<file path="src/rtl/bcd_to_binary.sv">
// 5-digit packed BCD to 16-bit binary converter.
// Reverse double-dabble, one shift/correct iteration per clock.
module bcd_to_binary (
    input  logic        clk,
    input  logic        rst,
    input  logic        start,
    input  logic [19:0] bcdin,
    output logic [15:0] binout,
    output logic        ovf,
    output logic        err,
    output logic        busy,
    output logic        done
);

    typedef enum logic {IDLE, RUN} state_t;

    state_t      state, state_n;
    logic [19:0] w, w_n, w_sh, w_fix;
    logic [16:0] a, a_n, a_sh;
    logic [4:0]  cnt, cnt_n;
    logic [15:0] bin_n;
    logic        ovf_n, err_n, done_n;
    logic        bad;

    always_comb begin
        bad = 1'b0;
        for (int i = 0; i < 5; i++) begin
            if (bcdin[4*i +: 4] > 4'd9) bad = 1'b1;
        end
    end

    // one iteration: shift {w,a} right, then -3 on any digit >= 8
    always_comb begin
        w_sh  = {1'b0, w[19:1]};
        a_sh  = {w[0], a[16:1]};
        w_fix = w_sh;
        for (int i = 0; i < 5; i++) begin
            if (w_sh[4*i +: 4] >= 4'd8)
                w_fix[4*i +: 4] = w_sh[4*i +: 4] - 4'd3;
        end
    end

    always_ff @(posedge clk) begin
        if (rst) begin
            state  <= IDLE;
            w      <= '0;
            a      <= '0;
            cnt    <= '0;
            binout <= '0;
            ovf    <= 1'b0;
            err    <= 1'b0;
            done   <= 1'b0;
        end else begin
            state  <= state_n;
            w      <= w_n;
            a      <= a_n;
            cnt    <= cnt_n;
            binout <= bin_n;
            ovf    <= ovf_n;
            err    <= err_n;
            done   <= done_n;
        end
    end

    always_comb begin
        state_n = state;
        w_n     = w;
        a_n     = a;
        cnt_n   = cnt;
        bin_n   = binout;
        ovf_n   = ovf;
        err_n   = err;
        done_n  = 1'b0;
        case (state)
            IDLE: begin
                if (start) begin
                    w_n   = bcdin;
                    a_n   = '0;
                    cnt_n = '0;
                    if (bad) begin
                        err_n  = 1'b1;
                        bin_n  = '0;
                        ovf_n  = 1'b0;
                        done_n = 1'b1;
                    end else begin
                        state_n = RUN;
                    end
                end
            end
            RUN: begin
                w_n   = w_fix;
                a_n   = a_sh;
                cnt_n = cnt + 5'd1;
                if (cnt == 5'd16) begin
                    bin_n   = a_sh[15:0];
                    ovf_n   = a_sh[16];
                    err_n   = 1'b0;
                    done_n  = 1'b1;
                    state_n = IDLE;
                end
            end
            default: state_n = IDLE;
        endcase
    end

    always_comb begin
        busy = (state == RUN);
    end

endmodule
</file>
<file path="config.mk">
export PLATFORM = sky130hd
export DESIGN_NAME = bcd_to_binary
export DESIGN_NICKNAME = d
export VERILOG_FILES = /design/src/rtl/bcd_to_binary.sv
export SDC_FILE = /design/constraint.sdc
export NUM_CORES = 1
export LEC_CHECK = 0
export BUFFER_PORTS_ARGS = -buffer_cell sky130_fd_sc_hd__buf_2
export CORE_MARGIN = 2
export CORE_UTILIZATION = 45
export DETAILED_ROUTE_END_ITERATION = 7
export GPL_ROUTABILITY_DRIVEN = 0
export GPL_TIMING_DRIVEN = 0
export PLACE_DENSITY = 0.66
export SLEW_MARGIN = 20
export SYNTH_ARGS = -nofsm -noshare
export SYNTH_HDL_FRONTEND = slang
export SYNTH_SLANG_ARGS = --single-unit
</file>
<file path="constraint.sdc">
create_clock -name clk -period 3.2 [get_ports clk]
set_input_delay 0.48 -clock clk [delete_from_list [all_inputs] [get_ports clk]]
set_output_delay 0.48 -clock clk [all_outputs]
set_load 0.05 [all_outputs]
</file>
-- Yosys cells after proc, flatten, opt, wreduce, memory -nomap -nowiden
Index checks and enable logic that the tools add are counted.
- latch bits: 0
- bits of input ports: 23
- logic and storage cells: 63
- memory bits (writable): 0
- output and inout bits: 20
- memories kept: 0
- flip-flop bits (word level): 62
- memory bits (read-only): 0
- add/sub/neg operators: 5
- bitwise gates (word level): 1
- $lt $le $gt $ge: 9
- multiplexer cells: 35
- shift-type cells: 0
- multiply operators: 0
- div/mod/pow operators: 0
- reductions and logical operators: 1
- equality and inequality tests: 4
- operator list (operator ; number):
    $mux 16 ; 3
    $pmux 20 s2 ; 1
    $pmux 17 s2 ; 1
    $pmux 16 s2 ; 1
    $gt 4x4->1 const B ; 5
    $mux 20 ; 1
    $mux 1 ; 17
    $mux 17 ; 1
    $ge 4x4->1 const B ; 4
    $mux 4 ; 4
    $sub 4x2->4 const B ; 4
    $pmux 5 s2 ; 1
    $pmux 1 s2 ; 4
    $add 5x1->5 const B ; 1
    $eq 5x5->1 const B ; 1
    $mux 5 ; 1
    $ne 2x2->1 const B ; 2
    $reduce_and 3->1 ; 1
    $ne 2x1->1 const B ; 1
    $not 1->1 ; 1

-- Depth between registers and ports, before layout
- depth after elaboration: 9
- depth in mapped cells: 7
- mapped depth without buffers: 6

-- Least setup slack after synthesis
Ideal clock, no wire load.
- path kind: register to register
- from: register state (netlist: busy)
- to: register binout[14]
- buffers on the path: 1
- stages on the path, launching flop included: 6
- required time: 3083 ps
- slack: 1552 ps
- period minus slack after synthesis: 1648 ps
- arrival time: 1530 ps
- library setup time: 117 ps
- path through: dfxtp_1 nand4b_4 nor2_2 nor2_2 buf_2 a32o_1
- longest elaborated chain between the ends: 3
- elaborated cells between the ends (all ways): 6
- those cells by class: eq/ne (3); mux (1); bitwise (1); reduce/logical (1)
- ends and longest elaborated chain (element ; line ; RTL):
    from (decl) ; 17 ; state_t state, state_n;
    from (signal assigned) ; 54 ; state <= state_n;
    $not 1->1 ; n/a ;
    $ne 2x2->1 (no source line) ; n/a ;
    $reduce_and 3->1 (no source line) ; n/a ;
    to (signal assigned) ; 58 ; binout <= bin_n;
    to (decl) ; 8 ; output logic [15:0] binout,
Several ways; a longest one is shown, not always the timed one.
A chain may end at the register's enable or synchronous reset.

-- Worst setup path in the final report
- from: register cnt[1]
- to: register binout[2]
- longest elaborated chain between the ends: 3
- ends and longest elaborated chain (element ; line ; RTL):
    from (decl) ; 20 ; logic [4:0] cnt, cnt_n;
    from (signal assigned) ; 57 ; cnt <= cnt_n;
    $eq 5x5->1 ; 94 ; if (cnt == 5'd16) begin
    $ne 2x1->1 (no source line) ; n/a ;
    $reduce_and 3->1 (no source line) ; n/a ;
No other way between the ends.

==> metrics.txt <==
Core Area=around 6000 um^2; ANT cells=0; Wirelength per Cell=roughly 15 um; VDD IR max=330 uV; Post-CTS Setup Repair Bufs=0; total internal power=1290 uW; Yosys reg bits=61; vias in the first global route=2257; R2R Path Start=cnt[1]$_SDFFE_PP0P_; fill cell count=~570; drt initial violations=roughly 150; Placed Cells=between 400 and 500; die span in y=approximately 83 um; Final Util=0.556; power per cell area=between 500 and 600 nW/um^2; most frequent cell on the critical path=nor2_2; cts bufs inserted=9; Cell Area, Synth=2800 um^2; Clock Power Share=0.433; setup violators final=0; area taken by multi-input logic gates=1420 um^2; most common cell after layout, fill and taps aside=dfxtp_1; largest net degree at the start of global routing=12; Layout Skew=between 6 and 7 ps; post-CTS sizing=0; Worst Setup EP=binout[2]$_SDFFE_PP0P_; Sw Share=0.246; Pre-antenna DRT Iters=4; ANT nets after route=0; DRC=0; slowest cell on the critical path=dfxtp_1; sequential share of the synthesized area=0.436; Worst Path Max Fanout=10; Root Buffer=clkbuf_8; Final TNS setup=0 ps; Crit. End Element=register; Reg area=roughly 1200 um^2; Max-Cap Viols=0; Max Clk Rate=592 MHz; Mean Syn Cell Area=slightly above 9 um^2; IO Pins=between 40 and 50; Worst Path Arrival=1920 ps; cell count after synthesis=roughly 300; Std-Cell Rows=28; Power Total=roughly 1700 uW; headroom to the max-slew limit=0.646; Worst Setup SP=cnt[1]$_SDFFE_PP0P_; cts hold-fix bufs=0; Comb power frac=0.099; reg-to-reg slack, setup=around 1500 ps; status=finished clean; # port buffers=41; Hold Crit Class=primary input to register; Worst Tran Pin Value=roughly 530 ps; Clock Pin Slew Worst Setup and Hold Paths=about 70 ps; Fin. Hold Viols=0; DP HPWL=between 4000 and 5000 um; Clock Path Buffers=2; antenna violations before repair=0; syn_nets=approximately 330; final critical-path share of the clock period=0.527; Hold WS=~480 ps; Worst EP required=between 3000 and 4000 ps; Synth cell types=38; grt total ovfl=0; Static Leak=~0.0013 uW; WL final=between 6000 and 7000 um; wire length of the first global-routing pass=about 11000 um; max incr delay on CP=around 330 ps; vias per cell=about 5.4; Total GRT Usage=0.197; worst path cell trace=inv_1 -> ha_1 -> nand4b_4 -> nor2_2 -> nor2_2 -> buf_2 -> a32o_1; Reg-to-Reg End=binout[2]$_SDFFE_PP0P_; Syn. warnings=0; share of power burned in registers=0.468; Die Area=a little under 7000 um^2; Final Critical Period=1690 ps; worst-case reg-to-reg path depth=7; Psw=421 uW; Layout area overhead=18.4%; unrepaired setup endpoints after global routing=false; most frequent cells in the layout=dfxtp_1 (61), buf_2 (52), nor2_1 (36), a21oi_1 (28), a211oi_1 (24); clock tree sinks=61; Initial Util=0.470; CP Launch Type=register; fin. max-slew vios=0; Clk Latency, worst-skew pair=~330 ps; Max H-tree Level=3; Finished Layout Cells=431; total number of vias=approximately 2300; fin nets=between 300 and 400; CTS tree=built; critical path class=register to register; die width=between 80 and 90 um; layout cells sized above 1=0.219
==> final cells by class <==
type | count | area share
multi-input cells | 204 | 0.428
flip-flops and latches | 61 | 0.369
repair buffers | 41 | 0.0620
clock buffers | 10 | 0.0385
plain buffers | 24 | 0.0370
well taps | 75 | 0.0283
clock inverters | 6 | 0.0264
inverters | 10 | 0.0113
==> cells in the mapped netlist <==
master,n,area (um^2)
mux2_2,1,11.3
clkbuf_1,8,30.0
a21oi_1,28,140
nand2_1,5,18.8
nand2b_1,1,6.26
nand3b_1,2,15.0
o21ai_1,1,5.00
o22ai_1,4,25.0
xnor2_1,9,78.8
or3_1,1,6.26
nor3_1,2,10.0
a21boi_0,1,7.51
nand4_1,1,6.26
and4_4,1,11.3
nand4b_4,1,23.8
nand3_1,2,10.0
o311ai_0,1,8.76
a31oi_1,1,6.26
o21ba_2,1,10.0
a32o_1,16,160
buf_4,1,7.51
nor2_1,36,135
nor2_2,2,12.5
dfxtp_1,61,1220
inv_1,10,37.5
nor3_2,1,10.0
and2b_1,1,7.51
a21bo_1,1,10.0
buf_1,2,7.51
nor2b_1,13,81.3
ha_1,10,125
o21ai_0,6,30.0
a211oi_1,24,180
nor3b_1,17,128
buf_2,11,55.1
or2_2,1,6.26
buf_6,2,22.5
mux2i_1,13,130
==> kinds of logic (layout without fill, tap and decap cells) <==
family          after synthesis  after routing  share of synthesized area
fa+ha+maj                    10             10                     0.0447
mux                          14             14                     0.0505
compound gates               84             84                      0.208
simple gates                 87             87                      0.174
flops                        61             61                      0.436
xor+xnor                      9              9                     0.0282
buf+inv                      34             91                     0.0572
==> power groups by stage <==
| stage | clock (uW) | combinational, uW | sequential [uW] |
|---|---|---|---|
| after floorplan | 0 | 113 | 821 |
| after global placement | 0 | 166 | 818 |
| after detailed placement | 0 | 169 | 818 |
| after CTS | 757 | 170 | 801 |
| after global routing | 799 | 188 | 805 |
| final | 740 | 169 | 801 |
==> metal layers <==
metal | up-vias | GRT usage | wire length [um]
li1 | 1178 | - | -
met1 | 1129 | 0.271 | 3210
met2 | 32 | 0.298 | 2870
met3 | 7 | 0.0467 | 183
met4 | 0 | 0.0820 | 112
met5 | - | 0 | 0
==> critical path, delay by kind of cell, from the launching register on <==
kind | cells | cell delay (ps)
AND/OR/NAND/NOR | 3 | 510
AO/OA/AOI/OAI | 1 | 260
buffers and inverters | 2 | 300
flip-flops | 1 | 330
adder cells (fa/ha/maj) | 1 | 180
==> metrics by stage <==
stage / setup WS, ps / instance area [um^2]
after floorplan: 1550 / 2800
after global placement: 1400 / 3100
after detailed placement: 1390 / 3100
after CTS: 1520 / 3310
after global routing: 1380 / 3310
final: 1510 / 3310
==> sequential cells by signal (all words and copies together) (netlist names) <==
register  count
w            20
busy          1
ovf           1
a            16
binout       16
cnt           5
err           1
done          1
==> how the worst min path moves through the flow <==
stage,start,depth (start not counted),slack (ps),endpoint
after CTS,bcdin[19],3,460,w[19]$_SDFFE_PP0P_
after floorplan,w[17]$_SDFFE_PP0P_,2,450,w[16]$_SDFFE_PP0P_
final,bcdin[19],3,480,w[19]$_SDFFE_PP0P_
after global placement,err$_SDFFE_PP0P_,2,470,err$_SDFFE_PP0P_
after global routing,bcdin[19],3,500,w[19]$_SDFFE_PP0P_
after detailed placement,binout[9]$_SDFFE_PP0P_,1,480,binout[9]$_SDFFE_PP0P_
No activity file was read; power rests on OpenSTA's default activity.
